[config.mk]
export PLATFORM = sky130hd
export DESIGN_NAME = divider32
export DESIGN_NICKNAME = d
export VERILOG_FILES = /design/src/rtl/divider32_pkg.sv /design/src/rtl/subtractor32.sv /design/src/rtl/divider32.sv
export SDC_FILE = /design/constraint.sdc
export NUM_CORES = 1
export LEC_CHECK = 0
export ABC_AREA = 1
export CAP_MARGIN = 20
export CORE_AREA = 2 2 223 225
export CTS_BUF_LIST = sky130_fd_sc_hd__clkbuf_16
export DETAILED_ROUTE_END_ITERATION = 7
export DIE_AREA = 0 0 225 227
export REMOVE_ABC_BUFFERS = 1
export SYNTH_ARGS = -nofsm -noshare
export SYNTH_HDL_FRONTEND = slang
export SYNTH_SLANG_ARGS = --single-unit
export TNS_END_PERCENT = 10
[constraint.sdc]
create_clock -name clk -period 3 [get_ports clk]
set_input_delay 0.75 -clock clk [delete_from_list [all_inputs] [get_ports clk]]
set_output_delay 0.75 -clock clk [all_outputs]
set_load 0.02 [all_outputs]
[src/rtl/divider32_pkg.sv]
// Shared definitions for the iterative restoring divider: state encoding,
// iteration count, divide-by-zero constant and a conditional negate helper.
package divider32_pkg;

    localparam int          DIV_WIDTH    = 32;
    localparam int          ITERATIONS   = 32;
    localparam logic [31:0] DBZ_QUOTIENT = 32'hFFFF_FFFF;

    typedef enum logic [1:0] {
        ST_IDLE = 2'd0,
        ST_RUN  = 2'd1,
        ST_FIX  = 2'd2
    } state_e;

    // Two's-complement negate mod 2^32 when en is set; also serves as abs().
    function automatic logic [31:0] neg_if(input logic [31:0] v, input logic en);
        return en ? (~v + 32'd1) : v;
    endfunction

endpackage

[src/rtl/subtractor32.sv]
// 32-bit subtractor with borrow in/out; the divider's trial subtraction unit.
module subtractor32 (
    input  logic [31:0] a,
    input  logic [31:0] b,
    input  logic        borrow_in,
    output logic [31:0] diff,
    output logic        borrow_out
);

    assign {borrow_out, diff} = {1'b0, a} - {1'b0, b} - {32'b0, borrow_in};

endmodule

[src/rtl/divider32.sv]
// Iterative signed/unsigned 32-bit restoring divider, one trial subtraction
// per clock. Handshake: start sampled in IDLE, busy while working, done pulses once.
module divider32
    import divider32_pkg::*;
#(
    parameter int WIDTH = DIV_WIDTH
) (
    input  logic             clk,
    input  logic             rst_n,
    input  logic             start,
    input  logic             signed_op,
    input  logic [WIDTH-1:0] dividend,
    input  logic [WIDTH-1:0] divisor,
    output logic             busy,
    output logic             done,
    output logic [WIDTH-1:0] quotient,
    output logic [WIDTH-1:0] remainder,
    output logic             div_by_zero
);

    state_e           state_q, state_d;
    logic [4:0]       count_q, count_d;
    logic [WIDTH-1:0] q_q, q_d;
    logic [WIDTH-1:0] r_q, r_d;
    logic [WIDTH-1:0] d_q, d_d;
    logic [WIDTH-1:0] dividend_q, dividend_d;
    logic             neg_q_q, neg_q_d;
    logic             neg_r_q, neg_r_d;
    logic             dbz_q, dbz_d;
    logic             busy_q, busy_d;
    logic             done_q, done_d;
    logic [WIDTH-1:0] quotient_q, quotient_d;
    logic [WIDTH-1:0] remainder_q, remainder_d;
    logic             div_by_zero_q, div_by_zero_d;

    logic [WIDTH-1:0] shifted;
    logic [WIDTH-1:0] diff;
    logic             borrow_out;
    logic             hi;
    logic             accept;

    assign shifted = {r_q[WIDTH-2:0], q_q[WIDTH-1]};
    assign hi      = r_q[WIDTH-1];

    subtractor32 u_sub (
        .a          (shifted),
        .b          (d_q),
        .borrow_in  (1'b0),
        .diff       (diff),
        .borrow_out (borrow_out)
    );

    // The bit shifted out of R makes the partial remainder 33 bits wide, so it always fits.
    assign accept = hi | ~borrow_out;

    always_comb begin
        state_d       = state_q;
        count_d       = count_q;
        q_d           = q_q;
        r_d           = r_q;
        d_d           = d_q;
        dividend_d    = dividend_q;
        neg_q_d       = neg_q_q;
        neg_r_d       = neg_r_q;
        dbz_d         = dbz_q;
        busy_d        = busy_q;
        done_d        = 1'b0;
        quotient_d    = quotient_q;
        remainder_d   = remainder_q;
        div_by_zero_d = div_by_zero_q;
        case (state_q)
            ST_IDLE: begin
                if (start) begin
                    dividend_d = dividend;
                    neg_q_d    = signed_op & (dividend[WIDTH-1] ^ divisor[WIDTH-1]);
                    neg_r_d    = signed_op & dividend[WIDTH-1];
                    q_d        = neg_if(dividend, signed_op & dividend[WIDTH-1]);
                    d_d        = neg_if(divisor, signed_op & divisor[WIDTH-1]);
                    r_d        = '0;
                    count_d    = '0;
                    dbz_d      = (divisor == '0);
                    busy_d     = 1'b1;
                    state_d    = (divisor == '0) ? ST_FIX : ST_RUN;
                end
            end
            ST_RUN: begin
                r_d     = accept ? diff : shifted;
                q_d     = {q_q[WIDTH-2:0], accept};
                count_d = count_q + 5'd1;
                if (count_q == 5'(ITERATIONS - 1)) begin
                    state_d = ST_FIX;
                end
            end
            ST_FIX: begin
                if (dbz_q) begin
                    quotient_d    = DBZ_QUOTIENT;
                    remainder_d   = dividend_q;
                    div_by_zero_d = 1'b1;
                end else begin
                    quotient_d    = neg_if(q_q, neg_q_q);
                    remainder_d   = neg_if(r_q, neg_r_q);
                    div_by_zero_d = 1'b0;
                end
                done_d  = 1'b1;
                busy_d  = 1'b0;
                state_d = ST_IDLE;
            end
            default: state_d = ST_IDLE;
        endcase
    end

    always_ff @(posedge clk or negedge rst_n) begin
        if (!rst_n) begin
            state_q       <= ST_IDLE;
            count_q       <= '0;
            q_q           <= '0;
            r_q           <= '0;
            d_q           <= '0;
            dividend_q    <= '0;
            neg_q_q       <= 1'b0;
            neg_r_q       <= 1'b0;
            dbz_q         <= 1'b0;
            busy_q        <= 1'b0;
            done_q        <= 1'b0;
            quotient_q    <= '0;
            remainder_q   <= '0;
            div_by_zero_q <= 1'b0;
        end else begin
            state_q       <= state_d;
            count_q       <= count_d;
            q_q           <= q_d;
            r_q           <= r_d;
            d_q           <= d_d;
            dividend_q    <= dividend_d;
            neg_q_q       <= neg_q_d;
            neg_r_q       <= neg_r_d;
            dbz_q         <= dbz_d;
            busy_q        <= busy_d;
            done_q        <= done_d;
            quotient_q    <= quotient_d;
            remainder_q   <= remainder_d;
            div_by_zero_q <= div_by_zero_d;
        end
    end

    assign busy        = busy_q;
    assign done        = done_q;
    assign quotient    = quotient_q;
    assign remainder   = remainder_q;
    assign div_by_zero = div_by_zero_q;

endmodule
=== Word-level counts from Yosys, hierarchy flattened ===
Index checks and enable logic that the tools add are counted.

* Bits in registers: 205
* Input bits: 68
* Output and inout bits: 67

* $add $sub $neg: 6
* Equal/unequal tests: 5
* Mux-type cells: 21
* Bitwise logic cells: 10
* Reductions and logical operators: 8

{| class="wikitable"
|+ Operators by type and width
! operator !! count
|-
| two-way mux 32 bit || 9
|-
| adder 32 x 1 -> 32 bit, second input constant || 4
|-
| inverter 32 bit || 4
|-
| one-hot mux 32 bit (2 select lines) || 2
|-
| subtractor 32 x 32 -> 33 bit || 1
|-
| logical NOT 32 bit || 1
|-
| one-hot mux 5 bit (2 select lines) || 1
|-
| AND reduction 2 bit || 4
|-
| two-way mux 2 bit || 3
|-
| adder 5 x 1 -> 5 bit, second input constant || 1
|-
| == test 5 bit, second input constant || 1
|-
| two-way mux 5 bit || 1
|-
| != test 2 bit, second input constant || 2
|-
| one-hot mux 2 bit (2 select lines) || 1
|-
| nonzero test 2 bit || 2
|-
| AND 1 bit || 3
|-
| two-way mux 1 bit || 3
|-
| == test 2 x 1 -> 1 bit, second input constant || 1
|-
| == test 2 bit, second input constant || 1
|-
| logical NOT 2 bit || 1
|-
| one-hot mux 1 bit (2 select lines) || 1
|-
| inverter 1 bit || 1
|-
| OR 1 bit || 1
|-
| bitwise XOR 1 bit || 1
|}

=== Longest topological paths before layout ===
Gate-level depths: netlist of the first run.

* Depth after elaboration: 5
* Depth in mapped cells: 17

=== Cells and area by module ===
Synthesis of the first run repeated with hierarchy kept, for this count alone.

* Cell total of the unflattened synthesis: 2275
* Area, all modules: 15104.5 um2

{| class="wikitable"
|+ By module, submodules not included
! module !! instances !! cells an instance !! area each (um2)
|-
| divider32 || 1 || 1631 || 11828.8
|-
| subtractor32 || 1 || 644 || 3275.6
|}

=== Least setup slack after synthesis of the first run ===
No wires, ideal clock.

* Path type: flip-flop to flip-flop
* From: reg q_q[31]
* To: reg r_q[12]
* Library setup time: 118 ps
* Data arrival time: 1978 ps
* Data required time: 2882 ps
* Setup slack: 904 ps
* Cell stages (with the launch flop): 17
* Path buffers: 1
* Path through: dfrtp_1 > inv_1 > ha_1 > fa_1 > inv_1 > nand2_1 > nand2_1 > nand3_1 > nand2_1 > nand2_2 > nand2_4 > nand2_2 > nand3_2 > buf_6 > nand2_1 > nand3_1 > nand2_1

* Word-level cells in the longest chain between the ends: 5

{| class="wikitable"
|+ Ends and longest elaborated chain
! what !! line !! text
|-
| start, declared || divider32.sv:23 || <nowiki>logic [WIDTH-1:0] q_q, q_d;</nowiki>
|-
| start signal, assigned || divider32.sv:131 || <nowiki>q_q <= q_d;</nowiki>
|-
| subtractor 32 x 32 -> 33 bit (*) || subtractor32.sv:10 || <nowiki>assign {borrow_out, diff} = {1'b0, a} - {1'b0, b} - {32'b0, borrow_in};</nowiki>
|-
| inverter 1 bit || divider32.sv:54 || <nowiki>assign accept = hi | ~borrow_out;</nowiki>
|-
| OR 1 bit || divider32.sv:54 ||
|-
| two-way mux 32 bit (*) || divider32.sv:87 || <nowiki>r_d = accept ? diff : shifted;</nowiki>
|-
| one-hot mux 32 bit (2 select lines) (*) || divider32.sv:71 || <nowiki>case (state_q)</nowiki>
|-
| end signal, assigned || divider32.sv:132 || <nowiki>r_q <= r_d;</nowiki>
|-
| end, declared || divider32.sv:24 || <nowiki>logic [WIDTH-1:0] r_q, r_d;</nowiki>
|}

Mark *: on every way between the ends. The rest lies on a longest branch, timed or not.
A chain may end at the register's enable or synchronous reset.

=== Worst setup path after layout of the first run ===
* From: reg q_q[31]
* To: reg r_q[26]

Same word-level chain as after synthesis.

==> out/results.txt, run 1 <==
clock root buffer: clkbuf_16
number of H-tree branching levels: 1
Die H: 227 um
Max VDD drop: 0.595 mV
DP Area: 16600 um2
vias in the first global route: 13900
IO buf count: 134
layout cells sized above 1: 5.24%
final setup vio count: 0
Post-Layout Inst Area: 17400 um2
worst setup margin: 420 ps
top_reg_cell synth: dfrtp_1
Die X: 225 um
Hold Crit Class: primary input to asynchronous set/reset pin
crit path launch type: flip-flop
Post-synth EDFFs: 0
DRT Wirelength: 47500 um
Gate power share: 61.1%
Pwr per Cell Area: 1240 nW/um2
FILL cells: 5172
area of the core: 48500 um2
# diodes: 0
worst r2r src: q_q[31]
CP Class: flip-flop to flip-flop
clk_skew: 11.1 ps
CTS clk-pin slew, worst paths: 60 ps
Worst Path Max Fanout: 10
# hold bufs at CTS: 0
full die area: 51100 um2
Gate Count Post-Synth: 2197
number of antenna violations at the first check in global routing: 0
measured slew at the worst slew-check pin: 802 ps
Syn Area/Cell: 6.57 um2
Place WS: 21.3 ps
routability cong.: 0.879
clk_lat worst skew: 570 ps
most frequent cells in the layout: nand2_1, inv_1, nor2_1, nand3_1, dfrtp_1
TritonCTS Sinks: 205
CP endpoint kind: flip-flop
top cell type's share of synthesized area: 35.5%
first-pass GRT wire length: 75000 um
register bit total from synthesis: 205
min Tclk post-route: 2580 ps
via-per-instance ratio: 4.82
fmax: 0.388 GHz
routed len/inst: 16.0 um
DRC violations left: 0
Setup Buffers After CTS: 0
Syn-to-layout area delta: 20.7%
Core Util, Final: 35.9%
Warnings, synthesis: 0
Final Hold Vio Count: 0
relative slew slack: 46.4%
vias: 14300
Reg power frac: 24.9%
initial detailed-routing violation count: 898
sequential fraction of the synthesis area: 35.5%
Slew Limit Fails: 0
worst endpoint required time: 3460 ps
Synth Cell Area: 14400 um2
clock power share: 14.0%
total global routing overflow: 0
Async SR Flop Fraction: 100%
critical path data arrival time: 3040 ps
drt pass-1 iters: 7
Tot GR Track Use: 18.6%
fin nets: 2436
TritonCTS Buffers: 26
Int Pwr: 10.7 mW
Max clock buf depth: 3
Fin Hold WS: 161 ps
I/O pin count: 135
RSZ-0062 raised after global routing: false
Tcrit/Tclk final: 86.0%
synth unique cells: 45
CTS tree: yes
row cnt: 81
worst setup path startpoint: q_q[31]
Pleak: 8.65 nW
Post-CTS Resized: 0
ranking of synthesized cells by area: dfrtp_1, nand2_1, inv_1, nand3_1, nor2_1
switching power: 10.9 mW
maxcap violations: 0
post-DP HPWL: 37200 um
pin count of the biggest net entering global routing: 115
Sw Ratio: 50.6%
Routed Antenna Nets: 0
cell taking the most area after synthesis: dfrtp_1
Initial Util: 29.7%
commonest non-fill, non-tap cell in the layout: nand2_1
outcome: completed
## layer usage
metal / up-vias / track usage [%] / wire length, um
li1: 7273 / - / -
met3: 56 / 2.04 / 2190
met4: 0 / 4.08 / 930
met2: 334 / 33.0 / 22900
met1: 6665 / 24.2 / 21500
met5: - / 0 / 0
## per-stage QoR
| stage | total power [mW] | cells | TNS, ps |
|---|---|---|---|
| floorplan | 14.1 | 2126 | -255850 |
| global placement | 18.4 | 2923 | 0 |
| detailed placement | 18.6 | 2923 | 0 |
| CTS | 21.7 | 2970 | 0 |
| global route | 23.7 | 2970 | 0 |
| finish | 21.6 | 2970 | 0 |
## power by group through the flow
stage / registers (mW) / logic [mW] / clock network, mW
2_1_floorplan: 5.57 / 8.53 / 0
3_3_place_gp: 5.37 / 13.0 / 0
3_5_place_dp: 5.41 / 13.2 / 0
4_1_cts: 5.37 / 13.2 / 3.07
5_1_grt: 5.55 / 15.0 / 3.17
6_report: 5.38 / 13.2 / 3.01
## worst max-delay path, stage by stage, from the launching register on
cell     delay [ps]
dfrtp_1         330
inv_1            90
ha_1            240
fa_1            400
inv_1           100
nand2_1          50
nand2_1          70
nand3_1          90
nand2_1         140
nand2_2          90
nand2_4          80
nand2_2          80
nand3_2         190
buf_4           240
nand3_1         140
nand2_1          90
nand2_1          50
## synthesized netlist by cell type (all sizes together), types with 4 or more instances
cell type,instances
a22oi,29
nor3,21
or2,8
a21oi,51
nand4,27
nand3b,7
dfrtp,205
buf,21
o31ai,4
o21bai,9
xor2,51
o22ai,11
inv,327
xnor2,18
a31oi,8
nand3,208
clkbuf,50
nor2,216
ha,38
o21ai,135
o211ai,23
nand2,711
## worst paths after layout
kind | endpoint | slack, ps | depth (start not counted)
max | r_q[26] | 420 | 16
min | q_q[1] | 160 | 1
max reg2reg | r_q[26] | 420 | 16
min reg2reg | dividend_q[17] | 480 | 2
max in group asynchronous | q_q[30] | 2100 | 2
min in group clk | dividend_q[17] | 480 | 2
## registers in the layout, indices dropped and copies added, names as in the netlist
register	flops
busy	1
count_q	5
d_q	32
dbz_q	1
div_by_zero	1
dividend_q	32
done	1
neg_q_q	1
neg_r_q	1
q_q	32
quotient	32
r_q	32
remainder	32
state_q	2
## cell families (layout without fill, tap and decap cells)
logic type / after synthesis / count (layout) / synth area share [%]
DFF: 205 / 205 / 35.5
adders and majority gates: 39 / 39 / 3.43
xor gates and xnor gates: 69 / 69 / 4.19
AOI/OAI and AO/OA: 283 / 283 / 11.5
and+or+nand+nor: 1202 / 1202 / 34.7
buffers and inverters: 399 / 550 / 10.7
## cell type report
class / instances / area (um2) / area share, %
Multi-Input combinational cell: 1593 / 7790 / 44.7
Sequential cell: 205 / 5130 / 29.4
Timing Repair Buffer: 175 / 1690 / 9.70
Inverter: 328 / 1230 / 7.06
Tap cell: 622 / 778 / 4.47
Clock buffer: 26 / 651 / 3.73
Clock inverter: 21 / 156 / 0.897
(Power assumes the default switching activity.)
==> run 2: changes to the inputs <==
CORE_AREA = 2 2 228 230   (was 2 2 223 225)
DIE_AREA = 0 0 230 232   (was 0 0 225 227)
SYNTH_HIERARCHICAL = 1   (was not set)
==> run 2 against run 1 <==
Net effect: routed wire length grew 4.4%; critical path type unchanged; highest routed layer unchanged; via count grew 6.0%; largest cell class unchanged; sequential share of layout area shrank 1.2 points; worst setup slack lost 180 ps.
==> out/results.txt, run 2 <==
clk_lat worst skew: 570 ps
cells along the critical path: fa_1, inv_1, fa_1, nand2_1, nand2_1, nand2_2, buf_4, nand2_1, nand2_1, nand2_1, nand2_2, nand2_1, nand2_1, nand2_1, nand2_1, nor2_1, o22ai_1
RSZ-0062 raised after global routing: false
commonest non-fill, non-tap cell in the layout: nand2_1
I/O pin count: 135
pin count of the biggest net entering global routing: 109
initial detailed-routing violation count: 1365
via-per-instance ratio: 4.89
row cnt: 83
crit-path most repeated cell: nand2_1
Register-to-Register Path Depth: 17
Gate Count Post-Synth: 2275
critical path data arrival time: 3170 ps
Non-Filler Instances: 3107
Die X: 230 um
most frequent cells in the layout: nand2_1, inv_1, nor2_1, dfrtp_1, nand3_1
number of antenna violations at the first check in global routing: 1
first-pass GRT wire length: 78500 um
worst r2r src: q_q[31]
relative slew slack: 59.1%
routed len/inst: 16.0 um
top cells by count, synth: nand2_1, inv_1, nor2_1
clk_skew: 31.6 ps
Syn Area/Cell: 6.64 um2
routability cong.: 0.929
Sequential cell area: 5130 um2
CP endpoint kind: flip-flop
Die H: 232 um
Post-synth EDFFs: 0
drt pass-1 iters: 7
Tot GR Track Use: 18.4%
Max clock buf depth: 3
min Tclk post-route: 2760 ps
synth unique cells: 47
sequential fraction of the synthesis area: 34.0%
number of H-tree branching levels: 1
Syn-to-layout area delta: 20.2%
top_reg_cell synth: dfrtp_1
Async SR Flop Fraction: 100%
worst endpoint required time: 3410 ps
CP max stage delay: 490 ps
r2r endpoint: r_q[22]
Initial Util: 29.7%
Register-to-Register Setup Slack: 240 ps
ranking of synthesized cells by area: dfrtp_1, nand2_1, inv_1, nand3_1, nor2_1
DRC violations left: 0
maxcap violations: 0
fmax: 0.363 GHz
Slew Limit Fails: 0
final setup vio count: 0
most common cell in the netlist: nand2_1
TritonCTS Sinks: 205
TritonCTS Buffers: 25
top cell type's share of synthesized area: 34.0%
IO buf count: 134
Buf/Inv on CP: 2
outcome: completed
clock root buffer: clkbuf_16
Synth Cell Area: 15100 um2
full die area: 53400 um2
vias in the first global route: 14600
Worst Path Max Fanout: 3
CP top delay family: simple AND/OR/NAND/NOR gates
FILL cells: 5508
Routed Antenna Nets: 0
CP Class: flip-flop to flip-flop
Warnings, synthesis: 6
Fin Hold WS: 104 ps
total global routing overflow: 0
Final Hold Vio Count: 0
measured slew at the worst slew-check pin: 613 ps
CP max stage cell: dfrtp_1
CTS clk-pin slew, worst paths: 60 ps
fin nets: 2545
CTS tree: yes
area of the core: 50900 um2
Inst Count DP: 3058
Tcrit/Tclk final: 91.9%
vias: 15200
register bit total from synthesis: 205
Multi-input gate area: 8190 um2
layout cells sized above 1: 6.80%
DRT Wirelength: 49600 um
crit path launch type: flip-flop
cell taking the most area after synthesis: dfrtp_1
Hold Crit Class: primary input to asynchronous set/reset pin
# hold bufs at CTS: 0
post-DP HPWL: 38700 um
## run 2: routing by layer
layer | GRT usage [%] | share of wire, % | wire length (um) | up-vias
li1 | - | - | - | 7502
met1 | 25.1 | 45 | 22500 | 7143
met2 | 30.0 | 45 | 22500 | 471
met3 | 2.42 | 6.1 | 3050 | 68
met4 | 6.13 | 3.1 | 1560 | 0
met5 | 0 | 0 | 0 | -
## run 2: final cells by class
cell class / count / share of cell area (%)
sequential: 205 / 28.3
timing repair buffer: 172 / 9.39
tap: 680 / 4.69
antenna: 1 / 0.0138
inverter: 402 / 8.31
clock buffer: 25 / 3.44
multi-input combinational: 1601 / 45.1
clock inverter: 21 / 0.806
## run 2: repair_timing
item | 4_1_cts | 5_1_grt
buffers inserted | 0 | 2
endpoints found under the hold margin | 0 | 0
gates resized for setup | 0 | 9
setup endpoints to repair | 0 | 33
## run 2: logic make-up (layout without fill, tap and decap cells)
logic type / after synthesis / after routing / share of synthesized area, %
buf+inv: 469 / 620 / 12.0
xor+xnor: 49 / 49 / 2.84
flops: 205 / 205 / 34.0
other cells: 1 / 2 / 0.0248
simple gates: 1177 / 1177 / 33.3
fa+ha+maj: 70 / 70 / 5.90
compound gates: 304 / 304 / 12.0
## run 2: worst max path at each step
stage / from / end / slack [ps] / cells past startpoint
finish: q_q[31] / r_q[22] / 240 / 17
detailed placement: divisor[0] / state_q[0] / 120 / 10
global route: r_q[18] / r_q[28] / 0.2 / 17
floorplan: start / q_q[0] / -1760 / 5
CTS: r_q[4] / r_q[16] / 130 / 18
global placement: dividend[0] / q_q[18] / 210 / 10
## run 2: metrics by stage
stage                     cell area, um2  util [%]  setup slack (ps)  setup TNS (ps)
after CTS                          18100      35.6               135               0
after detailed placement           17300      34.1               124               0
after global placement             17300      34.1               208               0
after floorplan                    14800         -             -1760          -87800
after global routing               18200      35.7             0.211               0
final                              18200      35.7               243               0
Power of run 2 is not shown: default switching activity piles up to over one toggle a cycle in this logic, so the estimate is an artifact.
